### src/rtl/apb_arbiter_2m.sv
// apb_arbiter_2m: shares one APB completer between two APB requesters.
// Master 0 is the I2C-to-APB adapter, master 1 a second bus master.
// The arbiter owns completer-side SETUP/ACCESS sequencing and applies
// round-robin priority when both masters request in the same IDLE cycle.
// Optional feature macro: APB_ARB_TIMEOUT_EN adds a watchdog that aborts
// an ACCESS phase the completer never finishes, answering with PSLVERR.
module apb_arbiter_2m #(
  parameter int ADDR_W         = 5,
  parameter int DATA_W         = 8,
  parameter int TIMEOUT_CYCLES = 15
) (
  input  logic              PCLK,
  input  logic              PRESETn,
  input  logic              M0_PSEL,
  input  logic              M0_PENABLE,
  input  logic              M0_PWRITE,
  input  logic [ADDR_W-1:0] M0_PADDR,
  input  logic [DATA_W-1:0] M0_PWDATA,
  output logic [DATA_W-1:0] M0_PRDATA,
  output logic              M0_PREADY,
  output logic              M0_PSLVERR,
  input  logic              M1_PSEL,
  input  logic              M1_PENABLE,
  input  logic              M1_PWRITE,
  input  logic [ADDR_W-1:0] M1_PADDR,
  input  logic [DATA_W-1:0] M1_PWDATA,
  output logic [DATA_W-1:0] M1_PRDATA,
  output logic              M1_PREADY,
  output logic              M1_PSLVERR,
  output logic              S_PSEL,
  output logic              S_PENABLE,
  output logic              S_PWRITE,
  output logic [ADDR_W-1:0] S_PADDR,
  output logic [DATA_W-1:0] S_PWDATA,
  input  logic [DATA_W-1:0] S_PRDATA,
  input  logic              S_PREADY
);

  typedef enum logic [1:0] {IDLE, SETUP, ACCESS} state_t;

  state_t            state_q, state_d;
  logic              grant_q, grant_d;
  logic              last_grant_q, last_grant_d;
  logic              pwrite_q, pwrite_d;
  logic [ADDR_W-1:0] paddr_q, paddr_d;
  logic [DATA_W-1:0] pwdata_q, pwdata_d;
  logic              abort;
  logic              ok_done;
  logic              xfer_end;

  // Arbitration only looks at PSEL; PENABLE carries no extra information here.
  logic unused_penable;
  assign unused_penable = M0_PENABLE ^ M1_PENABLE;

`ifdef APB_ARB_TIMEOUT_EN
  localparam logic [7:0] TO_LAST = 8'(TIMEOUT_CYCLES - 1);

  logic [7:0] cnt_q, cnt_d;

  // Abort in the stalled ACCESS cycle that brings the count to TIMEOUT_CYCLES;
  // a simultaneous S_PREADY takes precedence as a normal completion.
  assign abort = (state_q == ACCESS) && !S_PREADY && (cnt_q == TO_LAST);

  // Watchdog count of stalled ACCESS cycles, cleared on the way into ACCESS.
  always_comb begin
    cnt_d = cnt_q;
    if (state_q == SETUP) begin
      cnt_d = '0;
    end else if ((state_q == ACCESS) && !S_PREADY) begin
      cnt_d = cnt_q + 8'd1;
    end
  end

  // Watchdog counter register.
  always_ff @(posedge PCLK or negedge PRESETn) begin
    if (!PRESETn) begin
      cnt_q <= '0;
    end else begin
      cnt_q <= cnt_d;
    end
  end
`else
  logic [7:0] unused_timeout;
  assign unused_timeout = 8'(TIMEOUT_CYCLES);
  assign abort          = 1'b0;
`endif

  assign ok_done  = (state_q == ACCESS) && S_PREADY;
  assign xfer_end = ok_done || abort;

  // Next-state logic: arbitrate and capture the request in IDLE, then walk SETUP/ACCESS.
  always_comb begin
    state_d      = state_q;
    grant_d      = grant_q;
    last_grant_d = last_grant_q;
    pwrite_d     = pwrite_q;
    paddr_d      = paddr_q;
    pwdata_d     = pwdata_q;
    case (state_q)
      IDLE: begin
        if (M0_PSEL || M1_PSEL) begin
          // On a tie the master that was not served last wins.
          if (M0_PSEL && M1_PSEL) begin
            grant_d = ~last_grant_q;
          end else begin
            grant_d = M1_PSEL;
          end
          pwrite_d = grant_d ? M1_PWRITE : M0_PWRITE;
          paddr_d  = grant_d ? M1_PADDR  : M0_PADDR;
          pwdata_d = grant_d ? M1_PWDATA : M0_PWDATA;
          state_d  = SETUP;
        end
      end
      SETUP: begin
        state_d = ACCESS;
      end
      ACCESS: begin
        if (xfer_end) begin
          last_grant_d = grant_q;
          state_d      = IDLE;
        end
      end
      default: begin
        state_d = IDLE;
      end
    endcase
  end

  // State, grant and captured-request registers.
  always_ff @(posedge PCLK or negedge PRESETn) begin
    if (!PRESETn) begin
      state_q      <= IDLE;
      grant_q      <= 1'b0;
      last_grant_q <= 1'b1;
      pwrite_q     <= 1'b0;
      paddr_q      <= '0;
      pwdata_q     <= '0;
    end else begin
      state_q      <= state_d;
      grant_q      <= grant_d;
      last_grant_q <= last_grant_d;
      pwrite_q     <= pwrite_d;
      paddr_q      <= paddr_d;
      pwdata_q     <= pwdata_d;
    end
  end

  // Completer side is driven purely from state and the captured copies.
  assign S_PSEL    = (state_q != IDLE);
  assign S_PENABLE = (state_q == ACCESS);
  assign S_PWRITE  = pwrite_q;
  assign S_PADDR   = paddr_q;
  assign S_PWDATA  = pwdata_q;

  // Requester side: only the granted master ever sees completion or data.
  assign M0_PREADY  = xfer_end && !grant_q;
  assign M1_PREADY  = xfer_end &&  grant_q;
  assign M0_PSLVERR = abort && !grant_q;
  assign M1_PSLVERR = abort &&  grant_q;
  assign M0_PRDATA  = (ok_done && !grant_q) ? S_PRDATA : '0;
  assign M1_PRDATA  = (ok_done &&  grant_q) ? S_PRDATA : '0;

endmodule

### config.mk
export PLATFORM = sky130hd
export DESIGN_NAME = apb_arbiter_2m
export DESIGN_NICKNAME = d
export VERILOG_FILES = /design/src/rtl/apb_arbiter_2m.sv
export SDC_FILE = /design/constraint.sdc
export NUM_CORES = 1
export LEC_CHECK = 0
export BUFFER_PORTS_ARGS = -buffer_cell sky130_fd_sc_hd__buf_2
export CAP_MARGIN = 10
export CORE_ASPECT_RATIO = 0.9
export CORE_UTILIZATION = 43
export DETAILED_ROUTE_END_ITERATION = 12
export PLACE_DENSITY = 0.91
export SYNTH_ARGS = -nofsm -noshare
export SYNTH_HDL_FRONTEND = slang
export SYNTH_SLANG_ARGS = --single-unit
export TNS_END_PERCENT = 20
### constraint.sdc
create_clock -name PCLK -period 4.6 [get_ports PCLK]
set_input_delay 0.46 -clock PCLK [delete_from_list [all_inputs] [get_ports PCLK]]
set_output_delay 0.46 -clock PCLK [all_outputs]
set_load 0.03 [all_outputs]
==> results of run 1 <==
worst max-delay path: cells and delay by family (launching register included):
kind,cells,cell delay (ps)
buf+inv,1,190
flops,1,370
simple gates,3,790
Yosys cell counts, drive strengths merged:
library cell	instances	area, sq um
a21bo	1	10.01
or2	1	6.260
dfrtp	17	425.4
nor2b	1	6.260
a21oi	1	5.000
inv	1	3.750
dfstp	1	26.28
o31ai	1	7.510
and3	1	6.260
conb	1	3.750
mux2	28	382.9
nor2	3	18.77
o21ai	2	10.01
nand2b	1	6.260
buf	5	57.55
and3b	1	8.760
and2	16	100.1
clkbuf	3	11.26
logic make-up after synthesis:
group           synth area share (%)
other cells                   0.3421
flops                          41.21
buf+inv                        6.620
simple gates                   13.93
compound gates                 2.968
mux                            34.93
stage by stage:
| stage | cell area (sq um) | hold slack (ps) |
|---|---|---|
| floorplan | 1100 | 164.4 |
| global placement | 1435 | 402.9 |
| detailed placement | 1435 | 408.6 |
| CTS | 1471 | 81.93 |
| global route | 1471 | 87.54 |
| finish | 1471 | 82.74 |
power by group through the flow:
stage          Combinational, mW  Sequential, mW  Clock [mW]
2_1_floorplan              0.300           0.411           0
3_3_place_gp               0.532           0.284           0
3_5_place_dp               0.541           0.289           0
4_1_cts                    0.542           0.287      0.0999
5_1_grt                    0.566           0.296       0.105
6_report                   0.535           0.286      0.0960
final timing paths:
| path | endpoint | slack (ps) |
|---|---|---|
| hold / removal | S_PADDR[0] | 80 |
| hold reg to reg | state_q[1] | 480 |
| setup reg to reg | S_PADDR[0] | 2700 |
| max in group asynchronous | last_grant_q | 4200 |
| setup / recovery | M0_PRDATA[6] | 2510 |
| min in group PCLK | last_grant_q | 450 |
sequential cells by signal, indices dropped and copies added (netlist names):
name / flops
S_PADDR: 5
S_PWDATA: 8
S_PWRITE: 1
grant_q: 1
last_grant_q: 1
state_q: 2
cells in the final DEF (no fill, tap or decap), drive strengths merged:
master	instances
buf	74
mux2	28
dfrtp	17
and2	16
clkbuf	4
nor2	3
o21ai	2
conb	2
nor2b	1
and3	1
and3b	1
or2	1
a21oi	1
a21bo	1
inv	1
nand2b	1
o31ai	1
dfstp	1
final cells by class:
class | instances | area (sq um) | area share [%]
Multi-Input combinational cell | 59 | 575.6 | 39.12
Clock buffer | 4 | 36.28 | 2.466
Sequential cell | 18 | 451.7 | 30.70
Tap cell | 27 | 33.78 | 2.296
Inverter | 1 | 3.754 | 0.2551
Timing Repair Buffer | 74 | 370.4 | 25.17
layer usage:
metal / wire (um) / part of all wire, % / vias up
li1: - / - / 421
met1: 861 / 38 / 392
met2: 1178 / 52 / 58
met3: 215 / 9.5 / 2
met4: 13 / 0.57 / 0
met5: 0 / 0 / -
==> out/results.ini, run 1 <==
[synth]
yosys.cell_types.count = 22
synth_cells = 85
warnings_synthesis = 0
synth_area_per_cell_sq_um = 12.89
number_of_register_bits_inferred_by_synthesis = 18
yosysSeqAreaShare_pct = 41.21
mappedNetlistArea_sq_mm = 0.001096

[drt]
initialDrtViolationCount = 16
via_per_inst = 4.770
first_pass_iters = 2
detail_route.wl_per_cell_um = 12.39
postRouteWirelength_um = 2268
remaining_design_rule_violation_count = 0
postRouteAntennaNets = 0
num_vias = 873

[die]
coreArea_sq_mm = 0.002282
row_count = 16
fp.dieArea_sq_mm = 0.002755
die_height_um = 49.90
floorplan.initialDensity_pct = 48.03
die_w_um = 55.22
io_pins = 79

[sta]
setup_ws_ps = 2506
period_share_pct = 45.52
post-route-min-period_ps = 2094
final-hold-violation-count = 0
worst_slew_pin_tran_ps = 715.2
clock-skew-final_ps = 2.660
drv_slew = 0
setup_viol_count_final = 0
fmaxAchievable_mhz = 477.5
slew_headroom_pct = 52.32
final_sum_of_negative_setup_slack_ps = 0
grt_setup_unrepaired = false

[global_routing]
grt-ovfl-total = 0
grtUsageMet1_pct = 18.45
grt_antenna_before_repair = 0
grt_max_degree = 19
grt_pass1_wl_um = 3650
grt.busiest_layer = met2
first_global_vias = 876
track_usage_pct = 16.90
grtUsageMet2_pct = 31.73
grt_util_met3_pct = 3.937

[pwr]
switching_share_pct = 43.79
clock_group_share_of_total_power_pct = 10.5
power_leakage_nw = 0.8361
peakVddDrop_mv = 0.4456
combinationalPowerShare_pct = 58.3
power.density_mw_per_mm2 = 623.8
sw_pwr_uw = 401.9
power_frac_seq_pct = 31.2
cellInternalPower_uw = 515.9
report.power.total_uw = 917.8

[clock_tree]
clkTransAtPathRegs_ps = 100
cts_buffers = 3
cts_resized = 0
clock_tree.htree_level_count = 1
tritoncts = done
tritoncts_num_sinks = 18
postCtsHoldBufs = 0
clock_latency_ps = 290
cts_post_setup_buffers_inserted = 0
cts-root-buf = sky130_fd_sc_hd__clkbuf_4
cts_buffer_depth = 2

[job]
drv_cap = 0

[outcome]
run_status = complete, no violations

[critical_path]
critical-path-slowest-cell = sky130_fd_sc_hd__dfrtp_1
cp-start-kind = flip-flop
crit_required_ps = 4140
worstSetupStartpoint = state_q[1]
timing.critical_path.to_type = primary output
worstPathCellList = nor2b_1, and3b_1, and2_1, buf_2
arrival_time_worst_endpoint_ps = 1630
cp_max_fo = 10
critical-path-max-stage-delay_ps = 370
reg2reg_depth = 3
worst-setup-path-type = flip-flop to primary output
r2r-start = last_grant_q

[worst_hold_path]
worstHoldPathType = primary input to asynchronous set/reset pin

[placement]
placement.io_buffers = 74
preCtsSetupSlack_ps = 2578
hpwl_um = 1845
post-place-cells = 179
gpl.final_weighted_congestion = 0.7588

[cells_and_area]
layout-area-overhead-vs-synth_pct = 34.25
num-nets-final = 200
antenna_cells_inserted = 0
fin_util_pct = 64.47
finish.cell_count_without_fillers = 183
layout-drive-gt1-share_pct = 69.23
num-fill-cells = 183

No activity file was read; power rests on OpenSTA's default activity.
==> run 2, diff against run 1 <==
- ABC_AREA: default -> 1
- CORE_UTILIZATION: 43 -> 38
- PLACE_DENSITY: 0.91 -> 0.83
- clock period: 4.6 -> 1.8 ns (I/O delays scaled with it)
==> run 2 against run 1 <==
  * Combinational power rose to 2.7 times the previous value
  * Clock power rose by 110%
  * Wire length rose by 19%
  * Core utilization fell by 11 points
  * Global-route usage fell by 0.29 points
==> out/results.ini, run 2 <==
[global_routing]
track_usage_pct = 16.61  ; -0.29 points
first_global_vias = 1102  ; +26%
grt_antenna_before_repair = 0  ; unchanged
grt_max_degree = 19  ; unchanged
grt-ovfl-total = 0  ; unchanged
grt_pass1_wl_um = 4422  ; +21%

[cells_and_area]
final_cell_mix = sky130_fd_sc_hd__buf_2 (73), sky130_fd_sc_hd__inv_1 (39), sky130_fd_sc_hd__nand2_1 (37)
antenna_cells_inserted = 0  ; unchanged
ff_latch_area_sq_um = 452.9  ; +0.28%
layout-area-overhead-vs-synth_pct = 32.89
num-fill-cells = 327  ; +79%
layout_commonest_cell = sky130_fd_sc_hd__buf_2
multi_input_logic_area_sq_um = 555.5  ; -3.5%
finish.cell_count_without_fillers = 287  ; +57%
num-nets-final = 289  ; +45%
layout-drive-gt1-share_pct = 44.90  ; -24 points
largest_register_ffs = 8  ; unchanged

[sta]
period_share_pct = 89.33
setup_ws_ps = 192.1  ; -2314 ps
drv_slew = 0  ; unchanged
grt_setup_unrepaired = false
setup_viol_count_final = 0  ; unchanged
final_sum_of_negative_setup_slack_ps = 0  ; unchanged
fmaxAchievable_mhz = 621.9
clock-skew-final_ps = 10.45  ; +7.789 ps
final-hold-violation-count = 0  ; unchanged
post-route-min-period_ps = 1608

[drt]
num_vias = 1238  ; +42%
via_per_inst = 4.314  ; -9.6%
postRouteWirelength_um = 2704  ; +19%
initialDrtViolationCount = 37  ; +21
detail_route.wl_per_cell_um = 9.422  ; -24%
first_pass_iters = 4  ; +2
postRouteAntennaNets = 0  ; unchanged
remaining_design_rule_violation_count = 0  ; unchanged

[synth]
synth_async_sr_flop_share_pct = 100.0  ; unchanged
synth_enable_flop_cells = 0  ; unchanged
post-synth-top-area-fraction_pct = 34.73  ; -4.1 points
yosys.cell_types.count = 18  ; -18%
number_of_register_bits_inferred_by_synthesis = 18  ; unchanged
synthMostInstantiatedCell = sky130_fd_sc_hd__inv_1
synth.area.top_cells = sky130_fd_sc_hd__dfrtp_1 (35%), sky130_fd_sc_hd__inv_1 (12%), sky130_fd_sc_hd__nand2_1 (11%), sky130_fd_sc_hd__nand3_1 (7.8%), sky130_fd_sc_hd__nand3_2 (7.4%)
yosys_most_used_dff = sky130_fd_sc_hd__dfrtp_1
synth_area_per_cell_sq_um = 7.080  ; -45%
mappedNetlistArea_sq_mm = 0.001225  ; +12%
yosysSeqAreaShare_pct = 36.87  ; -4.3 points
synthTopCellsByCount = sky130_fd_sc_hd__inv_1 (39), sky130_fd_sc_hd__nand2_1 (37), sky130_fd_sc_hd__nand3_1 (19), sky130_fd_sc_hd__nor2_1 (19), sky130_fd_sc_hd__dfrtp_1 (17)
synth_cells = 173  ; +100%
warnings_synthesis = 0  ; unchanged
synth_top_cell_by_area = sky130_fd_sc_hd__dfrtp_1

[pwr]
report.power.total_mw = 2.393  ; +160%
power.density_mw_per_mm2 = 1470  ; +140%
power_leakage_nw = 1.071  ; +28%
peakVddDrop_mv = 0.7517  ; +69%

[critical_path]
reg2reg_to = S_PWDATA[5]
cp.buffers_inverters = 2  ; +1
worstPathCellList = nor2_2, nand2_1, inv_2, nand2_2, nor2_1, buf_2
critical-path-top-delay-family = flip-flops
worstSetupStartpoint = state_q[0]
timing.reg2reg.setup_slack_ps = 440  ; -2260 ps
reg2reg_depth = 5  ; +2
critical-path-slowest-cell = sky130_fd_sc_hd__dfrtp_2
cp-start-kind = flip-flop
critical-path-max-stage-delay_ps = 450  ; +80 ps
worstSetupPathDepth = 6  ; +2
r2r-start = last_grant_q
timing.critical_path.to = M1_PRDATA[3]
worst-setup-path-type = flip-flop to primary output
cp_max_fo = 10  ; unchanged
arrival_time_worst_endpoint_ps = 1430  ; -200 ps
crit_required_ps = 1620  ; -2520 ps
timing.critical_path.to_type = primary output

[outcome]
run_status = complete, no violations

[die]
floorplan.initialDensity_pct = 39.94  ; -8.1 points
die_height_um = 55.86  ; +12%
io_pins = 79  ; unchanged
fp.dieArea_sq_mm = 0.003455  ; +25%
coreArea_sq_mm = 0.003067  ; +34%
die_w_um = 61.85  ; +12%
row_count = 19  ; +3

[clock_tree]
clock_tree.htree_level_count = 1  ; unchanged
clock_latency_ps = 290  ; about the same
tritoncts = done
cts_buffers = 3  ; unchanged
tritoncts_num_sinks = 18  ; unchanged
clkTransAtPathRegs_ps = 90  ; about the same
cts_buffer_depth = 2  ; unchanged
cts-root-buf = sky130_fd_sc_hd__clkbuf_4

[placement]
placement.io_buffers = 74  ; unchanged
hpwl_um = 2005  ; +8.7%
gpl.final_weighted_congestion = 0.6715  ; -12%
post-place-cells = 282  ; +58%
preCtsSetupSlack_ps = 446.0  ; -2132 ps

[worst_hold_path]
worstHoldPathType = primary input to flip-flop

[job]
drv_cap = 0  ; unchanged

-- run 2: cell type report --
class	instances	area share, %
multi-input combinational	106	34.13
clock buffer	4	1.614
tap	42	3.228
timing repair buffer	75	23.52
inverter	42	9.685
sequential	18	27.82
-- run 2: where the power goes --
part           switching, mW  internal (mW)  total, mW  leakage [nW]
combinational           1.03          0.419       1.45         0.840
clock                  0.116         0.0860      0.202        0.0150
sequential             0.126          0.616      0.742         0.216
total                   1.27           1.12       2.39          1.07
-- run 2: tightest hold or removal path, delay by kind of cell --
kind	cells	cell delay (ps)
buffers and inverters	1	90
and+or+nand+nor	3	180
-- run 2: cells by family after synthesis --
logic type	after synthesis	synth area share, %
DFF	18	36.87
other	1	0.3061
and+or+nand+nor	102	43.00
AOI/OAI and AO/OA	2	1.736
buffers and inverters	50	18.08
-- run 2: metal layers --
metal  up-vias  GRT usage [%]  wire, um
met4         0          2.540        10
met3         2          4.651       191
met5         -              0         0
met1       541          17.98      1177
li1        644              -         -
met2        51          31.34      1325
-- run 2: worst min path at each step --
stage,start,end,slack (ps),cells after the start
2_1_floorplan,PRESETn,S_PADDR[0],-120,0
3_3_place_gp,PRESETn,S_PADDR[2],130,1
3_5_place_dp,PRESETn,S_PADDR[2],130,1
4_1_cts,S_PREADY,last_grant_q,160,4
5_1_grt,S_PREADY,last_grant_q,170,4
6_report,S_PREADY,last_grant_q,170,4
-- run 2: what timing repair did --
| action | 4_1_cts | 5_1_grt |
|---|---|---|
| gates resized for setup | 0 | 2 |
| endpoints found under the hold margin | 17 | 0 |
| buffers inserted | 0 | 0 |
| endpoints found under the setup margin | 0 | 1 |
| hold buffers | 1 | 0 |
-- run 2: stage by stage --
step / hold slack, ps / instance area, sq um / utilization (%)
5_1_grt: 169.0 / 1628 / 53.08
3_3_place_gp: 130.5 / 1588 / 51.77
4_1_cts: 155.8 / 1624 / 52.96
2_1_floorplan: -115.6 / 1229 / -
6_report: 165.9 / 1628 / 53.08
3_5_place_dp: 131.7 / 1588 / 51.77
